===== config.mk =====
export PLATFORM = sky130hd
export DESIGN_NAME = spi_slave_if
export DESIGN_NICKNAME = d
export VERILOG_FILES = /design/src/rtl/spi_slave_if.sv
export SDC_FILE = /design/constraint.sdc
export NUM_CORES = 1
export LEC_CHECK = 0
export CAP_MARGIN = 20
export CORE_UTILIZATION = 50
export DETAILED_ROUTE_END_ITERATION = 10
export PLACE_DENSITY = 0.7
export SYNTH_ARGS = -nofsm -noshare
export SYNTH_HDL_FRONTEND = slang
export SYNTH_SLANG_ARGS = --single-unit

===== constraint.sdc =====
create_clock -name clk -period 1.85 [get_ports clk]
set_clock_uncertainty 0.05 [all_clocks]
set_input_delay 0.37 -clock clk [delete_from_list [all_inputs] [get_ports clk]]
set_output_delay 0.37 -clock clk [all_outputs]
set_load 0.005 [all_outputs]

===== src/rtl/spi_slave_if.sv =====
// SPI mode-0 slave front-end for the single-port RAM: deserialises {cmd, payload}
// frames from MOSI and shifts RAM read data back out on MISO, MSB first.
module spi_slave_if #(
  parameter int DATA_W = 8
) (
  input  logic              clk,
  input  logic              rst_n,
  input  logic              SS_n,
  input  logic              MOSI,
  output logic              MISO,
  output logic [DATA_W+1:0] rx_data,
  output logic              rx_valid,
  input  logic [DATA_W-1:0] tx_data,
  input  logic              tx_valid
);
  localparam int FW = DATA_W + 2;
  localparam int CW = $clog2(FW + 1);
  localparam int TW = $clog2(DATA_W);

  typedef enum logic [2:0] {IDLE, CHK_CMD, WRITE, READ_ADD, READ_DATA} state_t;

  state_t            state, state_nxt;
  logic [FW-2:0]     shreg;
  logic [CW-1:0]     bit_cnt;
  logic              frame_done;
  logic              rd_addr_seen;
  logic [DATA_W-1:0] tx_sreg;
  logic [TW-1:0]     tx_cnt;
  logic              tx_active;
  logic              tx_used;
  logic              last_bit;
  logic              tx_load;

  assign last_bit = (bit_cnt == CW'(FW - 1));
  // Read data is accepted once per READ_DATA frame, only after its rx_valid strobe.
  assign tx_load  = (state == READ_DATA) && frame_done && !tx_used && tx_valid;

  always_comb begin
    state_nxt = state;
    case (state)
      IDLE:    if (!SS_n) state_nxt = CHK_CMD;
      CHK_CMD: begin
        if (SS_n)              state_nxt = IDLE;
        else if (!MOSI)        state_nxt = WRITE;
        else if (rd_addr_seen) state_nxt = READ_DATA;
        else                   state_nxt = READ_ADD;
      end
      default: if (SS_n) state_nxt = IDLE;
    endcase
  end

  always_ff @(posedge clk) begin
    if (!rst_n) begin
      state        <= IDLE;
      shreg        <= '0;
      bit_cnt      <= '0;
      frame_done   <= 1'b0;
      rx_data      <= '0;
      rx_valid     <= 1'b0;
      MISO         <= 1'b0;
      rd_addr_seen <= 1'b0;
      tx_sreg      <= '0;
      tx_cnt       <= '0;
      tx_active    <= 1'b0;
      tx_used      <= 1'b0;
    end else begin
      state    <= state_nxt;
      rx_valid <= 1'b0;
      if (SS_n || state == IDLE) begin
        // Abort or idle: drop any partial frame and any read in flight.
        bit_cnt    <= '0;
        frame_done <= 1'b0;
        tx_cnt     <= '0;
        tx_active  <= 1'b0;
        tx_used    <= 1'b0;
        MISO       <= 1'b0;
      end else begin
        if (!frame_done) begin
          shreg   <= {shreg[FW-3:0], MOSI};
          bit_cnt <= bit_cnt + 1'b1;
          if (last_bit) begin
            rx_data    <= {shreg, MOSI};
            rx_valid   <= 1'b1;
            frame_done <= 1'b1;
            if (state == READ_ADD) rd_addr_seen <= 1'b1;
          end
        end
        if (tx_load) begin
          MISO      <= tx_data[DATA_W-1];
          tx_sreg   <= {tx_data[DATA_W-2:0], 1'b0};
          tx_cnt    <= TW'(DATA_W - 1);
          tx_active <= 1'b1;
          tx_used   <= 1'b1;
        end else if (tx_active) begin
          if (tx_cnt != '0) begin
            MISO    <= tx_sreg[DATA_W-1];
            tx_sreg <= {tx_sreg[DATA_W-2:0], 1'b0};
            tx_cnt  <= tx_cnt - 1'b1;
          end else begin
            MISO         <= 1'b0;
            tx_active    <= 1'b0;
            rd_addr_seen <= 1'b0;
          end
        end
      end
    end
  end
endmodule


**After elaboration in Yosys (flattened, before gate mapping)**

Index checks and enable logic that the tools add are counted.

- Bitwise operators: 3
- $add $sub $neg: 2
- Equal/unequal tests: 5
- Muxes and demuxes: 26
- Reductions and logical operators: 17

Operators with widths:

| cell | number |
|---|---|
| $mux W3 | 8 |
| $mux W8 | 3 |
| $mux W1 | 14 |
| $pmux W3 S2 | 1 |
| $reduce_and A2 Y1 | 3 |
| $reduce_and A3 Y1 | 2 |
| $reduce_bool A3 Y1 | 2 |
| $add A4 B1 Y4 const B | 1 |
| $eq A4 B4 Y1 const B | 1 |
| $reduce_bool A2 Y1 | 2 |
| $eq A3 B1 Y1 const B | 1 |
| $eq A3 B2 Y1 const B | 1 |
| $eq A3 B3 Y1 const B | 1 |
| $logic_and A1 B1 Y1 | 3 |
| $logic_not A3 Y1 | 1 |
| $not A1 Y1 | 3 |
| $reduce_or A3 Y1 | 1 |
| $sub A3 B1 Y3 const B | 1 |
| $ne A2 B2 Y1 const B | 1 |
| $reduce_or A2 Y1 | 1 |
| $logic_not A1 Y1 | 1 |
| $logic_or A1 B1 Y1 | 1 |

- Word-level logic and storage cells: 65
- Output and inout bits: 12
- Bits in registers: 43
- Bits of input ports: 13

**Depth between registers and ports, before layout**

- Word-level depth: 7
- Depth in mapped cells: 7
- Mapped depth without buffers: 6

**Worst setup path before layout**

No wires, ideal clock.

- Kind: register -> register
- Start: register bit_cnt[0]
- End: register rx_data[4]
- Path buffers: 1
- Path slack: 0.232 ns
- Data required time: 1.668 ns
- Setup time: 0.132 ns
- Arrival time: 1.436 ns
- Stages on the path, launching flop included: 7
- Clock period less this slack: 1.618 ns
- Path through: dfxtp_1 ha_1 and3b_1 or4b_1 buf_2 nand2_1 a21oi_1

- Cells in the longest elaborated chain, start to end: 2

Ends and longest elaborated chain:

| item | line | text |
|---|---|---|
| start: declaration | 24 | `logic [CW-1:0] bit_cnt;` |
| start signal: assignment | 80 | `bit_cnt <= bit_cnt + 1'b1;` |
| $eq A4 B4 Y1 | 34 | `assign last_bit = (bit_cnt == CW'(FW - 1));` |
| $reduce_and A3 Y1 (no source line) | -- |  |
| end signal: assignment | 82 | `rx_data <= {shreg, MOSI};` |
| end: declaration | 11 | `output logic [DATA_W+1:0] rx_data,` |

No other way between the ends.
A chain may end at the register's enable or synchronous reset.

**Final worst setup path**

- Start: register bit_cnt[0]
- End: register rx_data[0]

The elaborated chain is that of the path after synthesis.

==> results by group <==
Final layout
  • Nets: 257
  • Share of cells above drive strength 1: 12.9%
  • Area grow syn2layout: 24.7%
  • ANT cells: 0
  • Area of the multi-input gates: 846 um2
  • Fillers: 282
  • FF+latch area: 841 um2

CTS
  • Clock root buffer: clkbuf_4
  • Post-CTS Setup Bufs: 0
  • Clock transition at the registers of the reported paths: 0.13 ns
  • Post-CTS sizing: 0
  • CTS Buffer Depth: 2
  • CTS buffer count: 5
  • CTS HTree Levels: 2
  • Clk sink count: 42
  • Clk_lat worst skew: 0.35 ns
  • Hold buffer count at CTS: 0
  • CTS tree: done

Yosys
  • Syn Inst Count: 206
  • Synth Cell Area: 1790 um2
  • Share of Yosys cell area claimed by the top area cell type: 47.0%
  • Syn nets: 223
  • Synth cell types: 34
  • Synth area leader: dfxtp_1
  • Area contributors post-synth: dfxtp_1 47%, nand2_1 7.8%, a21oi_1 6.4%, mux2i_1 3.9%, nand3_1 3.6%
  • Register area share after synthesis: 47.0%
  • Mean post-synth cell area: 8.69 um2
  • Register bit total from synthesis: 42
  • Ys Warns: 0

Worst setup path
  • Worst Reg-to-Reg Cells: 6
  • CP max FO: 11
  • Capturing point of the worst reg2reg path: rx_data[0]$_SDFFE_PN0P_
  • Critical path data arrival time: 1.96 ns
  • Crit path launch: bit_cnt[0]$_SDFFE_PP0N_
  • Slowest stage delay, CP: 0.46 ns
  • Critical Path Start Type: flip-flop
  • Worst path slowest cell: or4b_1
  • Crit-path cells: ha_1 -> and3b_1 -> or4b_1 -> buf_4 -> mux2i_1 -> nor2_1
  • Setup CP Type: reg -> reg
  • Worst R2R Setup Slack: 0.08 ns
  • CP endpoint kind: flip-flop
  • Worst R2R Start: bit_cnt[0]$_SDFFE_PP0N_
  • Required time worst endpoint: 2.04 ns

Power
  • Pwr per Cell Area: 709 nW/um2
  • Leak Pwr: 0.878 nW
  • Worst VDD drop: 0.517 mV

Floorplanning
  • Io pins: 25
  • Initial Utilization: 52.8%
  • Die area: 3820 um2
  • Core Area: 3390 um2
  • Die height: 61.8 um
  • Die Wd: 61.8 um
  • Num rows: 21

Global route
  • First-pass GRT wire length: 5.71 mm
  • Initial antenna violation count: 0
  • Largest net degree at the start of global routing: 21
  • Tot GR Track Use: 20.7%
  • Overflow after GRT: 0
  • Number of global-route vias before repair: 1,306

Timing
  • Hold_ws: 0.412 ns
  • Slew HR: 68.2%
  • Fin crit share: 95.7%
  • Final WS setup: 0.0787 ns
  • Minimum clock period: 1.77 ns
  • Final setup violation count: 0
  • Fmax: 565 MHz
  • Slew @ Worst Pin: 0.474 ns
  • Max Slew Vio Count: 0
  • RSZ-0062 raised after global routing: no
  • Final Hold Viols: 0

Place
  • PortBufs: 24
  • Worst slack, placed: -0.160 ns
  • Final HPWL DP: 2.67 mm
  • Final RePlAce weighted congestion: 0.834

Routing
  • Routed Antenna Nets: 0
  • Post-Route WL: 3.57 mm
  • DR iter-0 viols: 111
  • Avg WL per Cell: 12.5 um
  • Avg Vias per Cell: 5.22
  • Vias: 1,498
  • Pre-antenna DRT Iters: 4
  • # DRC: 0

Hold path
  • Hold path endpoint: shreg[1]$_SDFFE_PN0P_
  • Hold path cells: 2
  • Hold_sp: shreg[0]$_SDFFE_PN0P_
  • Hold crit path type: reg -> reg

Run
  • # Max-Cap Violations: 0

Run status
  • Status: complete, no violations
-- area by class of cell --
cell class / instances / area share, %
Clock buffer: 5 / 1.68
Clock inverter: 3 / 1.79
Inverter: 7 / 1.18
Multi-Input combinational cell: 144 / 37.9
Sequential cell: 42 / 37.6
Tap cell: 46 / 2.58
Timing Repair Buffer: 40 / 17.3
-- worst max path at each step --
stage | to | slack [ns] | cells past startpoint
finish | rx_data[0]$_SDFFE_PN0P_ | 0.08 | 6
global route | rx_data[0]$_SDFFE_PN0P_ | 0.02 | 6
CTS | rx_data[0]$_SDFFE_PN0P_ | 0.08 | 6
detailed placement | tx_sreg[3]$_SDFFE_PN0P_ | -0.16 | 6
global placement | tx_sreg[4]$_SDFFE_PN0P_ | -0.1 | 6
floorplan | rx_data[4]$_SDFFE_PN0P_ | 0.23 | 6
-- worst max-delay path, delay by kind of cell, from the launching register on --
kind                     cells  cell delay [ns]
AND/OR/NAND/NOR              3             0.69
flip-flops                   1             0.42
buffers and inverters        1             0.20
adder cells (fa/ha/maj)      1             0.17
multiplexers                 1             0.16
-- sequential cells by signal, summed over array words and instances (netlist names), 3 cells and up --
name / flops
bit_cnt: 4
rx_data: 10
shreg: 9
state: 3
tx_cnt: 3
tx_sreg: 7
-- per-stage QoR --
| stage | instances | TNS [ns] | utilization, % | total power [W] | area [um2] |
|---|---|---|---|---|---|
| floorplan | 206 | 0 | - | 0.000971 | 1790 |
| global placement | 279 | -0.688 | 63.6 | 0.00102 | 2160 |
| detailed placement | 279 | -1.16 | 63.6 | 0.00103 | 2160 |
| CTS | 287 | 0 | 65.9 | 0.00160 | 2230 |
| global route | 287 | 0 | 65.9 | 0.00164 | 2230 |
| finish | 287 | 0 | 65.9 | 0.00158 | 2230 |
-- cells in the final DEF (no fill, tap or decap), types with 3 or more instances in the layout --
cell,n
a21oi_1,23
a22oi_1,6
buf_4,14
clkbuf_4,5
clkdlybuf4s50_1,24
dfxtp_1,42
ha_1,4
inv_1,6
mux2i_1,7
nand2_1,37
nand2b_1,3
nand3_1,13
nand3b_1,6
nor2_1,17
xor2_1,3
-- per-layer routing --
layer	up-vias	GRT usage (%)	wire length, um
met4	0	7.30	23
met3	2	6.42	159
li1	767	-	-
met1	694	26.6	1700
met2	35	32.9	1690
met5	-	0	0
-- cells by family after synthesis --
| logic type | Yosys count | synth area share (%) |
|---|---|---|
| buf+inv | 20 | 5.80 |
| fa+ha+maj | 4 | 2.80 |
| flops | 42 | 47.0 |
| simple gates | 90 | 24.7 |
| compound gates | 38 | 13.3 |
| xor+xnor | 5 | 2.45 |
| mux | 7 | 3.91 |
-- synth_stat cells --
| cell | number |
|---|---|
| and3b_1 | 1 |
| nor3_1 | 1 |
| a41oi_1 | 1 |
| o311a_1 | 1 |
| buf_2 | 5 |
| nor2_1 | 17 |
| a21oi_1 | 23 |
| or2_2 | 2 |
| dfxtp_1 | 42 |
| buf_6 | 3 |
| nor2b_1 | 2 |
| a211oi_2 | 1 |
| inv_2 | 1 |
| and3_1 | 1 |
| a41o_1 | 1 |
| nand2_1 | 37 |
| clkbuf_1 | 5 |
| a21o_4 | 1 |
| o21ai_0 | 2 |
| xnor2_1 | 2 |
| nor3_2 | 1 |
| a31oi_1 | 2 |
| nand3b_1 | 6 |
| nand4b_1 | 2 |
| inv_1 | 6 |
| ha_1 | 4 |
| mux2i_1 | 7 |
| nand3_1 | 13 |
| or4b_1 | 1 |
| nor3_4 | 1 |
| a22oi_1 | 6 |
| nand2b_1 | 3 |
| xor2_1 | 3 |
| or3_1 | 2 |
-- power breakdown --
part	internal, W	total (W)	switching [W]
Sequential	0.000908	0.000914	0.00000564
Combinational	0.0000486	0.0000937	0.0000452
Clock	0.000280	0.000576	0.000296
Power figures use the tool's default switching activity.
==> RTL change, RTL diff (config.mk and constraints unchanged) <==
Encoding of `state_t`: now Gray code (3 bits for 5 states).
--- a/src/rtl/spi_slave_if.sv
+++ b/src/rtl/spi_slave_if.sv
@@ -18,5 +18,5 @@
   localparam int TW = $clog2(DATA_W);
 
-  typedef enum logic [2:0] {IDLE, CHK_CMD, WRITE, READ_ADD, READ_DATA} state_t;
+  typedef enum logic [2:0] {IDLE = 3'b000, CHK_CMD = 3'b001, WRITE = 3'b011, READ_ADD = 3'b010, READ_DATA = 3'b110} state_t;
 
   state_t            state, state_nxt;
Behaviour: no difference found for any inputs over 10 cycles, from zero or initial values and one cycle with rst_n low; not proved beyond that.
==> RTL change against the unedited design <==
  * Combinational power decreased by 13%
  * Sequential cell count unchanged
  * Wire length increased by 3.2%
  * Final area decreased by 4.5%
  * Total power decreased by 8.0%
  * Setup slack improved by 0.091 ns
  * Synthesized area decreased by 1.5%
  * Core utilization decreased by 2.5 points
  * Critical path type is now register to output pin
  * Largest cell class is now sequential cells
==> RTL change: results (changes against the unedited design) <==
set qor(groute.layer.met1.usage) 0.253 ;# -0.0127
set qor(p_seq_uw) 913 ;# about the same
set qor(netSwitchingFraction) 0.248 ;# +0.0286
set qor(timing.hold.ws_ns) 0.418 ;# +0.00632 ns
set qor(synth_area_leaders) {sky130_fd_sc_hd__dfxtp_1 48%, sky130_fd_sc_hd__a21oi_1 7.4%, sky130_fd_sc_hd__nand2_1 7.0%}
set qor(synth_compound_area_frac) 0.148 ;# +0.0148
set qor(n_all_buffers) 32 ;# -20%
set qor(grt_util_met2) 0.351 ;# +0.0222
set qor(seq_area_frac) 0.394 ;# +0.0179
set qor(yosys.area_share.xor_xnor) 0.0248 ;# +0.000364
set qor(globalRouteTotalUtil) 0.216 ;# +0.00934
set qor(grt_first_pass_wirelength_um) 5840 ;# +2.2%
set qor(synth.area.mux_share) 0.0468 ;# +0.00768
set qor(place_congestion) 0.799 ;# -4.2%
set qor(bufAreaShareNonClock) 0.147 ;# -0.0258
set qor(cellPowerDensity_mw_per_mm2) 684 ;# -3.6%
set qor(ys_top_cells_by_count) {42 x sky130_fd_sc_hd__dfxtp_1, 33 x sky130_fd_sc_hd__nand2_1, 26 x sky130_fd_sc_hd__a21oi_1, 13 x sky130_fd_sc_hd__nand3_1, 12 x sky130_fd_sc_hd__nor2_1}
set qor(yosys.area_share.adder) 0.0284 ;# +0.000416
set qor(non_filler_cells_final) 269 ;# -6.3%
set qor(dpl.cell_count) 261 ;# -6.5%
set qor(clkCellAreaFrac) 0.0276 ;# -0.00715
set qor(p_leak_uw) 0.000722 ;# -18%
set qor(clockNetworkPower_uw) 463 ;# -20%
set qor(nets) 239 ;# -7.0%
set qor(ys_types) 32 ;# -5.9%
set qor(gr_layer_usage_met3) 0.0798 ;# +0.0156
set qor(r2r_slack_ns) 0.19 ;# +0.11 ns
set qor(mappedNetlistNets) 213 ;# -4.5%
set qor(slowest_stage_cell_crit_path) {sky130_fd_sc_hd__clkdlybuf4s50_1}
set qor(max_slew_margin) 0.738 ;# +0.0560
set qor(status) {finished clean}
set qor(multiInputCombCellCount) 134 ;# -6.9%
set qor(ys_seq_area_frac) 0.477 ;# +0.00699
set qor(worst_r2r_endpoint) {tx_cnt[1]$_SDFFE_PP0P_}
set qor(critical_path.max_stage_delay_ns) 0.51 ;# +0.05 ns
set qor(timing.critical_path.max_delay_family) {buffers and inverters}
## RTL change: cell count changes in the layout (fill, tap and decap cells not counted), moves of 2 or more
cell,unedited run,this run
sky130_fd_sc_hd__o221a_2,0,6
sky130_fd_sc_hd__a22oi_1,6,0
sky130_fd_sc_hd__mux2i_1,7,0
sky130_fd_sc_hd__mux2_2,0,6
sky130_fd_sc_hd__buf_4,14,7
sky130_fd_sc_hd__nor2_1,17,12
sky130_fd_sc_hd__a21oi_1,23,26
sky130_fd_sc_hd__and2_1,0,2
sky130_fd_sc_hd__or2_2,2,0
sky130_fd_sc_hd__nand2_1,37,33
## RTL change: kinds of logic after synthesis
group           count (synthesis)
xor+xnor                        5
compound gates                 39
simple gates                   79
flops                          42
mux                             7
buf+inv                        20
fa+ha+maj                       4
## RTL change: repair_timing
action | in CTS | in global routing
hold buffers | 0 | 0
gates resized for setup | 0 | 1
setup endpoints to repair | 0 | 7
